## config.mk

```make
export PLATFORM = sky130hd
export DESIGN_NAME = demux1x16_dispatcher
export DESIGN_NICKNAME = d
export VERILOG_FILES = /design/src/rtl/demux_pkg.sv /design/src/rtl/demux1x16_onehot.sv /design/src/rtl/demux1x16_dispatcher.sv
export SDC_FILE = /design/constraint.sdc
export NUM_CORES = 1
export LEC_CHECK = 0
export CORE_AREA = 2 2 71 73
export DETAILED_ROUTE_END_ITERATION = 8
export DIE_AREA = 0 0 73 75
export SYNTH_ARGS = -nofsm -noshare
export SYNTH_HDL_FRONTEND = slang
export SYNTH_SLANG_ARGS = --single-unit
```

## constraint.sdc

```tcl
create_clock -name clk -period 5.65 [get_ports clk]
set_input_delay 1.13 -clock clk [delete_from_list [all_inputs] [get_ports clk]]
set_output_delay 1.13 -clock clk [all_outputs]
set_load 0.01 [all_outputs]
```

## src/rtl/demux_pkg.sv

```systemverilog
// Shared types and helpers for the 1x16 demux dispatcher.
// State encoding, channel count and one-hot decode.
package demux_pkg;

    localparam int N_CH  = 16;
    localparam int SEL_W = 4;

    typedef enum logic [1:0] {
        IDLE   = 2'd0,
        SEARCH = 2'd1,
        SEND   = 2'd2
    } state_t;

    function automatic logic [N_CH-1:0] onehot16(
        input logic [SEL_W-1:0] sel
    );
        logic [N_CH-1:0] v;
        v      = '0;
        v[sel] = 1'b1;
        return v;
    endfunction

endpackage

```

## src/rtl/demux1x16_onehot.sv

```systemverilog
// Gated 1x16 one-hot decode of the channel select.
// Output is all zero when the enable is low.
module demux1x16_onehot
    import demux_pkg::*;
(
    input  logic [SEL_W-1:0] i_sel,
    input  logic             i_en,
    output logic [N_CH-1:0]  o_vec
);

    // Decode the select only while a word is being offered
    always_comb begin
        o_vec = '0;
        if (i_en) begin
            o_vec = onehot16(i_sel);
        end
    end

endmodule

```

## src/rtl/demux1x16_dispatcher.sv

```systemverilog
// Round-robin dispatcher: one input stream fanned out to 16
// channels, scanning one channel per cycle from the last served.
module demux1x16_dispatcher
    import demux_pkg::*;
#(
    parameter int DATA_W = 8
) (
    input  logic              clk,
    input  logic              rst,
    input  logic              in_valid,
    output logic              in_ready,
    input  logic [DATA_W-1:0] in_data,
    input  logic [N_CH-1:0]   ch_en,
    output logic [N_CH-1:0]   out_valid,
    input  logic [N_CH-1:0]   out_ready,
    output logic [DATA_W-1:0] out_data,
    output logic [SEL_W-1:0]  sel,
    output logic              busy,
    output logic              drop
);

    state_t              r_state;
    logic [SEL_W-1:0]    r_ptr;
    logic [SEL_W-1:0]    r_skip;
    logic [DATA_W-1:0]   r_hold;

    state_t              w_state_nx;
    logic [SEL_W-1:0]    w_ptr_nx;
    logic [SEL_W-1:0]    w_skip_nx;
    logic [DATA_W-1:0]   w_hold_nx;
    logic                w_in_ready;
    logic                w_drop;
    logic                w_send;

    // State, pointer, skip counter and holding register
    always_ff @(posedge clk) begin
        if (rst) begin
            r_state <= IDLE;
            r_ptr   <= '0;
            r_skip  <= '0;
            r_hold  <= '0;
        end else begin
            r_state <= w_state_nx;
            r_ptr   <= w_ptr_nx;
            r_skip  <= w_skip_nx;
            r_hold  <= w_hold_nx;
        end
    end

    // Next-state logic: accept, scan one channel per cycle, offer
    always_comb begin
        w_state_nx = r_state;
        w_ptr_nx   = r_ptr;
        w_skip_nx  = r_skip;
        w_hold_nx  = r_hold;
        w_in_ready = 1'b0;
        w_drop     = 1'b0;
        case (r_state)
            IDLE: begin
                w_in_ready = 1'b1;
                if (in_valid) begin
                    w_hold_nx  = in_data;
                    w_skip_nx  = '0;
                    w_state_nx = SEARCH;
                end
            end
            SEARCH: begin
                if (ch_en[r_ptr]) begin
                    w_state_nx = SEND;
                end else begin
                    w_ptr_nx  = r_ptr + 4'd1;
                    w_skip_nx = r_skip + 4'd1;
                    // A full lap with nothing enabled: give up on the word
                    if (r_skip == 4'd15) begin
                        w_drop     = 1'b1;
                        w_hold_nx  = '0;
                        w_state_nx = IDLE;
                    end
                end
            end
            SEND: begin
                // Held until the consumer takes it, even if disabled
                if (out_ready[r_ptr]) begin
                    w_ptr_nx   = r_ptr + 4'd1;
                    w_state_nx = IDLE;
                end
            end
            default: begin
                w_state_nx = IDLE;
            end
        endcase
    end

    assign w_send   = (r_state == SEND);
    assign in_ready = w_in_ready;
    assign drop     = w_drop;
    assign busy     = (r_state != IDLE);
    assign sel      = r_ptr;
    assign out_data = r_hold;

    demux1x16_onehot u_onehot (
        .i_sel (r_ptr),
        .i_en  (w_send),
        .o_vec (out_valid)
    );

endmodule

```

Word-level counts from Yosys, hierarchy flattened
Cells that the tools add are included.
{ "word_totals": {"reg_bits": 18, "input_bits": 43, "wordCells": 51} }
{ "op_classes": {"n_addsub": 2, "n_lt_le_gt_ge": 2, "n_eq_ne": 8, "n_mux": 26, "n_reduce_logical": 9} }
{ "op_table": {"columns": ["operator", "count"], "rows": [
  ["8-bit two-way mux", 3],
  ["16-bit two-way mux", 1],
  ["4-bit two-way mux", 4],
  ["4-bit case mux with 2 select lines", 2],
  ["8-bit case mux with 2 select lines", 1],
  ["3-bit AND reduction", 3],
  ["4-bit by 1-bit adder with 4-bit output, second input constant", 2],
  ["1-bit binary-select mux with 4-bit select", 2],
  ["2-bit two-way mux", 4],
  ["2-bit inequality test, second input constant", 4],
  ["1-bit two-way mux", 7],
  ["2-bit case mux with 3 select lines", 1],
  ["2-bit nonzero test", 3],
  ["4-bit by 5-bit less-than comparator with 1-bit output, second input constant", 1],
  ["1-bit demux with 4-bit select", 1],
  ["4-bit equality test, second input constant", 1],
  ["4-bit by 1-bit >= comparator with 1-bit output, second input constant", 1],
  ["4-bit AND reduction", 1],
  ["3-bit inequality test, second input constant", 1],
  ["2-bit by 1-bit equality test with 1-bit output, second input constant", 1],
  ["2-bit equality test, second input constant", 1],
  ["2-bit logical NOT", 1],
  ["1-bit logical AND", 1]
]} }

Depth between registers and ports, before layout
Gate-level depths: netlist (run 1).
{ "logic_depth": {"word_depth": 5, "mapped_depth": 8, "depth_no_buf": 5} }

Cells and area by module
Synthesis (run 1) repeated with hierarchy kept, for this count alone.
{ "unflattened": {"hier_cells": 139, "hier_area_um2": 1282.5} }
{ "modules_own_cells": {"columns": ["mod", "n_inst", "cells_each", "area_per_inst_um2", "seq_area_each_um2"], "rows": [
  ["demux1x16_dispatcher", 1, 116, 1164.9, 360.3],
  ["demux1x16_onehot", 1, 23, 117.6, 0.0]
]} }

Least setup slack after synthesis (run 1)
Ideal clock, no wire load.
{ "synth_timing": {"path_kind": "input-to-output", "startpoint": "input ch_en[15]", "endpoint": "output drop", "t_arrival_ps": 1919, "t_required_ps": 4520, "slack_ps": 2601, "cell_stages": 5, "path_cell_list": "mux2i_1 a22oi_1 a21o_1 buf_2 a21oi_1"} }
{ "synth_between": {"elab_chain_cells": 4} }
{ "synth_lines": {"columns": ["element", "line_no", "text"], "rows": [
  ["start: declaration", "demux1x16_dispatcher.sv:13", "input logic [N_CH-1:0] ch_en,"],
  ["1-bit binary-select mux with 4-bit select", "demux1x16_dispatcher.sv:68", "if (ch_en[r_ptr]) begin"],
  ["1-bit two-way mux (implied by the code)", "demux1x16_dispatcher.sv:68", null],
  ["1-bit two-way mux", "demux1x16_dispatcher.sv:68", null],
  ["1-bit two-way mux", "demux1x16_dispatcher.sv:58", "case (r_state)"],
  ["end: declaration", "demux1x16_dispatcher.sv:19", "output logic drop"]
]} }
Every way passes these cells. The select of a mux whose other input is x is not followed.

Final worst setup path (run 1)
{ "layout_timing": {"startpoint": "input ch_en[2]", "endpoint": "output drop"} }
The elaborated chain is that of the path after synthesis.

==> flow_metrics.tcl, run 1 <==
set metrics [dict create \
    antennaDiodeCount 0 \
    finClkSkew_ns 0.00250 \
    hold_viol_final 0 \
    slowest_delay_ns 0.49 \
    crit_type "in2out" \
    track_usage 0.140 \
    clk_pin_slew_ns 0.07 \
    cp_max_fo 9 \
    synth-seq-area-share 0.266 \
    path_delay_family "buffers and inverters" \
    via_per_inst 5.03 \
    tritoncts "built" \
    ant_nets 0 \
    min_path_type "reg2reg" \
    outcome "completed" \
    setup.worst_path.end_class "output pin" \
    firstDrtPassIters 4 \
    worstSkewPairLatency_ns 0.25 \
    syn_area_per_cell_um2 8.03 \
    startpoint_type "input port" \
    die_h_um 75 \
    drv_cap 0 \
    first_global_vias 1353 \
    antenna_found_initial 0 \
    cts_hold_buffers 0 \
    gp_congestion 0.769 \
    grt_pass1_wl_um 6090 \
    wl_um 3960 \
    synthToLayoutAreaGrowth_pct 59.2 \
    arrival_ns 2.93 \
    cts_buffer_depth 2 \
    synth_seq_cells 18 \
    slowest_stage "clkdlybuf4s50_1" \
    ctsResizeCount 0 \
    p_leak_nw 0.762 \
    fin_crit_sh 0.719 \
    dp_cells 288 \
    crit_buf_inv 2 \
    final_util 0.463 \
    syn_nets 217 \
    post_cts_buffers 0 \
    ys_types 42 \
    layout.cells.non_filler 292 \
    fmax_mhz 246 \
    portBuffers 73 \
    syn-cell-area_mm2 0.00136 \
    ys_warn_count 0 \
    fin_crit_ns 4.06 \
    drive_above_1_share 0.0462 \
    drt_iter0_markers 48 \
    final_cell_mix "clkdlybuf4s50_1, nor2_1, dfxtp_1, nand2_1, nand2b_1" \
    htreeDepth 1 \
    irDropWorstVdd_mv 0.0991 \
    avgRoutedWirePerCell_um 13.6 \
    cp_common_cell "clkdlybuf4s50_1" \
    layout_commonest_cell "clkdlybuf4s50_1" \
    vias 1470 \
    syn_inst 169 \
    grt_overflow_total 0 \
    cts-root-buf "clkbuf_8" \
    slew_headroom 0.356 \
    num-nets-final 287 \
    numCtsBuffers 3 \
    io_pins 74 \
    timing.setup.tns_ns 0 \
    start_util 0.291 \
    drt_drc_violations_left 0 \
    slew_violations 0 \
    powerDensity_mw_per_mm2 160 \
    die_area_mm2 0.00548 \
    numClockSinks 18 \
    required_ns 4.52 \
    die_w_um 73 \
    crit_chain "clkdlybuf4s50_1, mux2i_1, a22o_1, o21ai_2, a21oi_1, clkdlybuf4s50_1" \
    placementRows 25 \
    timing.hold.ws_ns 0.475 \
    tightest_slew_ns 0.964 \
    coreArea_mm2 0.00466 \
    setup_viol 0 \
    dpl.hpwl_um 3070 \
    grt_start_max_net_pins 21 \
    rsz0062_at_grt "no" \
]
==> where the power goes <==
| part | leakage (nW) | internal [mW] | total, mW | switching (mW) |
|---|---|---|---|---|
| Combinational | 0.587 | 0.0593 | 0.0993 | 0.0399 |
| Sequential | 0.147 | 0.134 | 0.143 | 0.00905 |
| Clock | 0.0288 | 0.0618 | 0.103 | 0.0416 |
==> final timing paths <==
| check | from | to | slack [ns] | cells after the start |
|---|---|---|---|---|
| worst max-delay path | ch_en[2] | drop | 1.59 | 6 |
| worst min-delay path | out_data[5] | out_data[5] | 0.48 | 2 |
| worst max register to register | sel[1] | sel[3] | 3.00 | 5 |
| worst min register to register | out_data[5] | out_data[5] | 0.48 | 2 |
==> kinds of logic after synthesis <==
group,share of synthesized area
AND/OR/NAND/NOR,0.257
flip-flops,0.266
AO/OA/AOI/OAI,0.229
multiplexers,0.149
adder cells (fa/ha/maj),0.0461
buffers and inverters,0.0535
==> layout make-up <==
class,count,area [µm²]
inverters,6,22.5
well taps,54,67.6
flip-flops and latches,18,360
multi-input cells,137,923
clock buffers,4,55.1
repair buffers,73,731
fillers,459,2500
==> stage by stage <==
stage                     setup slack (ns)  instance area, µm²  power (mW)
final                                 1.59                2160       0.346
after global routing                  1.47                2160       0.366
after CTS                             1.56                2160       0.352
after detailed placement              1.56                2100       0.245
after global placement                1.58                2100       0.245
after floorplan                       2.60                1360       0.191
==> cell usage after synthesis (all sizes together) <==
library cell,n,share of area
nand2,17,0.047
o311a,2,0.015
mux2i,10,0.074
a21oi,9,0.033
and2,2,0.0092
nand2b,12,0.055
buf,4,0.026
o41ai,2,0.013
o21ai,11,0.043
a21o,2,0.011
nand3,2,0.0074
o21a,1,0.0055
nor2,23,0.064
a22o,3,0.026
o211a,1,0.0074
a31oi,2,0.0092
a22oi,3,0.017
mux2,4,0.039
and2b,1,0.0055
a221o,1,0.0074
nor2b,3,0.014
a2bb2oi,2,0.018
and3,1,0.0046
mux4,2,0.036
dfxtp,18,0.27
or3b,1,0.0065
nand4,3,0.014
nor3,7,0.026
inv,6,0.017
clkbuf,4,0.011
ha,5,0.046
a211o,2,0.013
o31ai,2,0.011
nor4,1,0.0046
==> tightest hold or removal path: cells and delay by family (launching register included) <==
family          cells  cell delay, ns
simple gates        1            0.06
flops               1            0.31
compound gates      1            0.06
==> flip-flops by register name (all words and copies together) (netlist names) <==
| name | cells |
|---|---|
| r_state | 2 |
| r_skip | 4 |
| sel | 4 |
| out_data | 8 |
==> routing by layer <==
metal,GRT usage,up-vias,routed length (µm)
met5,0,-,0
met4,0.0412,0,27
met3,0.0388,4,422
met2,0.228,63,1730
met1,0.180,655,1780
li1,-,748,-
No activity file was read; power rests on OpenSTA's default activity.
==> run 2: changes to the inputs <==
- PLACE_DENSITY: unset -> 0.65
- clock period: 5.65 -> 3.4 ns (I/O delays scaled with it)
==> run 2 against run 1 <==
Net effect:
- clock power up 44%
- highest routed layer unchanged
- clock skew up 0.0038 ns
- sequential power up 66%
- sequential cell count unchanged
- largest cell class unchanged
- worst setup slack worse by 1.2 ns
- routed wire length up 2.4%
- register-to-register slack worse by 2.2 ns
==> flow_metrics.tcl, run 2 (synthesis gave the netlist of run 1 again) <==
set metrics [dict create \
    antennaDiodeCount 0 \
    use_met2 0.259 \
    first_global_vias 1472 \
    slew_violations 0 \
    clk_pin_slew_ns 0.07 \
    setup_viol 0 \
    final_cell_mix "clkdlybuf4s50_1, nor2_1, dfxtp_1, nand2_1, nand2b_1" \
    tritoncts "built" \
    antenna_found_initial 0 \
    crit_type "reg2out" \
    outcome "completed" \
    coreArea_mm2 0.00466 \
    dp_cells 293 \
    io_pins 74 \
    finClkSkew_ns 0.00630 \
    numCtsBuffers 3 \
    total_power_mw 0.553 \
    fin_crit_ns 2.99 \
    die_h_um 75 \
    dpl.hpwl_um 3220 \
    drive_above_1_share 0.0620 \
    crit_buf_inv 1 \
    track_usage 0.153 \
    cp_max_fo 14 \
    placementRows 25 \
    tightest_slew_ns 0.646 \
    portBuffers 73 \
    layout.cells.non_filler 296 \
    synthToLayoutAreaGrowth_pct 61.0 \
    via_per_inst 5.02 \
    crit_chain "nor2b_1, a22oi_1, a21o_1, a21oi_1, clkdlybuf4s50_1" \
    fmax_mhz 334 \
    grt_start_max_net_pins 21 \
    pre_cts_ws_ns 0.404 \
    firstDrtPassIters 4 \
    layout_commonest_cell "clkdlybuf4s50_1" \
    largest_register_ff_count 8 \
    slew_headroom 0.568 \
    powerDensity_mw_per_mm2 253 \
    fin_crit_sh 0.880 \
    grt_overflow_total 0 \
    drt_iter0_markers 45 \
    path_delay_family "flip-flops" \
    regArea_um2 360 \
    worstSkewPairLatency_ns 0.25 \
    avgRoutedWirePerCell_um 13.7 \
    ctsResizeCount 0 \
    wl_um 4060 \
    drv_cap 0 \
    ant_nets 0 \
    p_leak_nw 0.780 \
    met3_usage 0.0402 \
    die_area_mm2 0.00548 \
    num-nets-final 292 \
    fin_ws_ns 0.407 \
    post_cts_buffers 0 \
    hold_viol_final 0 \
    arrival_ns 2.31 \
    timing.setup.tns_ns 0 \
    min_path_type "reg2reg" \
    slowest_delay_ns 0.65 \
    fill_cells 461 \
    gp_congestion 0.720 \
    reg2reg_depth 6 \
    multi_input_area_um2 923 \
    irDropWorstVdd_mv 0.201 \
    die_w_um 73 \
    cts-root-buf "clkbuf_8" \
    startpoint_type "flop" \
    cp.depth 5 \
    grtUsageMet1 0.195 \
    cts_hold_buffers 0 \
    start_util 0.291 \
    grt_pass1_wl_um 6700 \
    busiest_layer "met2" \
    required_ns 2.72 \
    rsz0062_at_grt "no" \
    drt_drc_violations_left 0 \
    setup.worst_path.end_class "output pin" \
    cts_buffer_depth 2 \
    htreeDepth 1 \
    slowest_stage "dfxtp_1" \
    vias 1485 \
    worstHoldPathCells 2 \
    numClockSinks 18 \
]
[run 2: cell types whose count changed in the layout (fill, tap and decap cells not counted)]
cell / previous run / this run
clkbuf_8: 4 / 3
buf_4: 0 / 5
[run 2: layout make-up]
cell class,count,area share
clock buffers,3,0.0189
inverters,6,0.0103
well taps,54,0.0309
flip-flops and latches,18,0.165
multi-input cells,137,0.423
repair buffers,78,0.352
[run 2: final timing paths]
kind / from / end / slack (ns)
worst max-delay path: sel[0] / drop / 0.41
worst min-delay path: out_data[1] / out_data[1] / 0.48
worst max register to register: sel[1] / sel[3] / 0.79
worst min register to register: out_data[1] / out_data[1] / 0.48
[run 2: power breakdown]
part / total, mW / leakage (nW) / switching, mW / internal, mW
clock network: 0.148 / 0.0216 / 0.0691 / 0.0787
registers: 0.237 / 0.147 / 0.0141 / 0.223
logic: 0.168 / 0.611 / 0.0672 / 0.100
total: 0.553 / 0.780 / 0.150 / 0.402
[run 2: tightest hold or removal path: stages, from the launching register on]
cell and delay, ns:
dfxtp_1 0.31, nand2b_1 0.06, o21ai_0 0.06
[run 2: stage by stage]
stage / instance area (µm²) / hold WS [ns] / util
finish: 2180 / 0.476 / 0.468
global route: 2180 / 0.494 / 0.468
CTS: 2180 / 0.479 / 0.468
detailed placement: 2140 / 0.468 / 0.460
global placement: 2140 / 0.459 / 0.460
floorplan: 1360 / 0.449 / -
[run 2: metal layers]
metal	routed length (µm)	up-vias
met5	0	-
met4	12	0
met3	357	2
met2	1780	62
met1	1910	664
li1	-	757
==> run 3: changes to the inputs <==
- CAP_MARGIN: unset -> 10
- CELL_PAD_IN_SITES_DETAIL_PLACEMENT: unset -> 2
- CELL_PAD_IN_SITES_GLOBAL_PLACEMENT: unset -> 2
- CORE_AREA: 2 2 71 73 -> 2 2 90 92
- DIE_AREA: 0 0 73 75 -> 0 0 92 94
- PLACE_DENSITY: 0.65 -> unset
- PLACE_DENSITY_LB_ADDON: unset -> 0.1
==> run 3 against run 2 <==
Net effect:
- critical path depth increased by 1
- global-route usage decreased by 2.6 points
- sequential power about the same
- die area increased by 58%
- non-clock buffer count increased by 4
- via count increased by 5.9%
- hold slack improved by 0.0050 ns
- clock skew decreased by 0.0046 ns
- routed wire length increased by 35%
- total power increased by 8.0%
- utilization decreased by 17 points
==> flow_metrics.tcl, run 3 (synthesis gave the netlist of run 1 again) <==
set metrics [dict create \
    startpoint_type "input port" \
    grt_start_max_net_pins 21 \
    setup.worst_path.end_class "output pin" \
    first_global_vias 1714 \
    post_cts_buffers 0 \
    start_util 0.178 \
    cts_buffer_depth 2 \
    num-nets-final 296 \
    placementRows 32 \
    final_cell_mix "clkdlybuf4s50_1, nor2_1, dfxtp_1, nand2_1, nand2b_1" \
    cts_hold_buffers 0 \
    fill_cells 895 \
    cts-root-buf "clkbuf_8" \
    worstSkewPairLatency_ns 0.26 \
    drv_cap 0 \
    timing.setup.tns_ns 0 \
    die_w_um 92 \
    grt_overflow_total 0 \
    fin_ws_ns 0.432 \
    ant_nets 0 \
    multi_input_area_um2 923 \
    finClkSkew_ns 0.00169 \
    total_power_mw 0.597 \
    drt_drc_violations_left 0 \
    path_delay_family "buffers and inverters" \
    crit_chain "clkdlybuf4s50_1, mux2i_1, a22oi_1, a21o_1, a21oi_1, clkdlybuf4s50_1" \
    antenna_found_initial 0 \
    cp_max_fo 3 \
    synthToLayoutAreaGrowth_pct 68.6 \
    cp-startpoint "ch_en[11]" \
    hold_viol_final 0 \
    slew_headroom 0.622 \
    largest_register_ff_count 8 \
    portBuffers 73 \
    ctsResizeCount 0 \
    min_path_type "reg2reg" \
    cp_common_cell "clkdlybuf4s50_1" \
    layout_commonest_cell "clkdlybuf4s50_1" \
    antennaDiodeCount 0 \
    regArea_um2 360 \
    p_leak_nw 0.808 \
    vias 1573 \
    final_util 0.301 \
    clk_pin_slew_ns 0.07 \
    io_pins 74 \
    slew_violations 0 \
    slowest_delay_ns 0.56 \
    numCtsBuffers 3 \
    coreArea_mm2 0.00761 \
    regToRegEndpoint "sel[3]" \
    die_area_mm2 0.00865 \
    drive_above_1_share 0.0810 \
    dpl.hpwl_um 4460 \
    wl_um 5480 \
    reg2reg_from "sel[1]" \
    fmax_mhz 337 \
    pre_cts_ws_ns 0.419 \
    tritoncts "built" \
    numClockSinks 18 \
    timing.hold.ws_ns 0.481 \
    cp.depth 6 \
    slowest_stage "clkdlybuf4s50_1" \
    crit_type "in2out" \
    setup_viol 0 \
    ff2ff_setup_slack_ns 0.82 \
    powerDensity_mw_per_mm2 261 \
    fin_crit_ns 2.97 \
    gp_congestion 0.697 \
    firstDrtPassIters 4 \
    crit_path_end "drop" \
    tightest_slew_ns 0.567 \
    reg2reg_depth 6 \
    fin_crit_sh 0.873 \
    track_usage 0.127 \
    outcome "completed" \
    drt_iter0_markers 45 \
    die_h_um 94 \
    arrival_ns 2.29 \
    required_ns 2.72 \
    grt_pass1_wl_um 8840 \
    crit_buf_inv 2 \
    irDropWorstVdd_mv 0.103 \
    htreeDepth 1 \
    via_per_inst 4.51 \
    avgRoutedWirePerCell_um 15.7 \
    rsz0062_at_grt "no" \
]
## run 3: tightest hold or removal path, delay by kind of cell, from the launching register on
family	cells	cell delay (ns)
flops	1	0.31
simple gates	1	0.06
compound gates	1	0.06
## run 3: layout make-up
type | count | area share
Multi-Input combinational cell | 137 | 0.404
Inverter | 6 | 0.00985
Timing Repair Buffer | 82 | 0.349
Clock buffer | 4 | 0.0241
Tap cell | 102 | 0.0558
Sequential cell | 18 | 0.158
## run 3: worst min-delay path by stage
| stage | start | endpoint | cells after the start |
|---|---|---|---|
| after floorplan | r_skip[3] | r_skip[3] | 2 |
| after global placement | out_data[2] | out_data[2] | 2 |
| after detailed placement | out_data[6] | out_data[6] | 2 |
| after CTS | out_data[1] | out_data[1] | 2 |
| after global routing | out_data[7] | out_data[7] | 2 |
| final | out_data[1] | out_data[1] | 2 |
## run 3: report_power, final
group | total, mW | switching (mW) | internal (mW)
Sequential | 0.235 | 0.0124 | 0.223
Clock | 0.181 | 0.0778 | 0.103
Combinational | 0.180 | 0.0753 | 0.105
Total | 0.597 | 0.166 | 0.431
## run 3: layer usage
metal | wire [µm] | vias up | GRT usage
met1 | 2650 | 743 | 0.165
met2 | 2360 | 58 | 0.215
met3 | 414 | 5 | 0.0313
li1 | - | 767 | -
met5 | 0 | - | 0
met4 | 44 | 0 | 0.0261
## run 3: stage by stage
step | area, µm² | std cells
6_report | 2290 | 349
2_1_floorplan | 1360 | 169
5_1_grt | 2290 | 349
3_5_place_dp | 2230 | 345
3_3_place_gp | 2230 | 345
4_1_cts | 2290 | 349
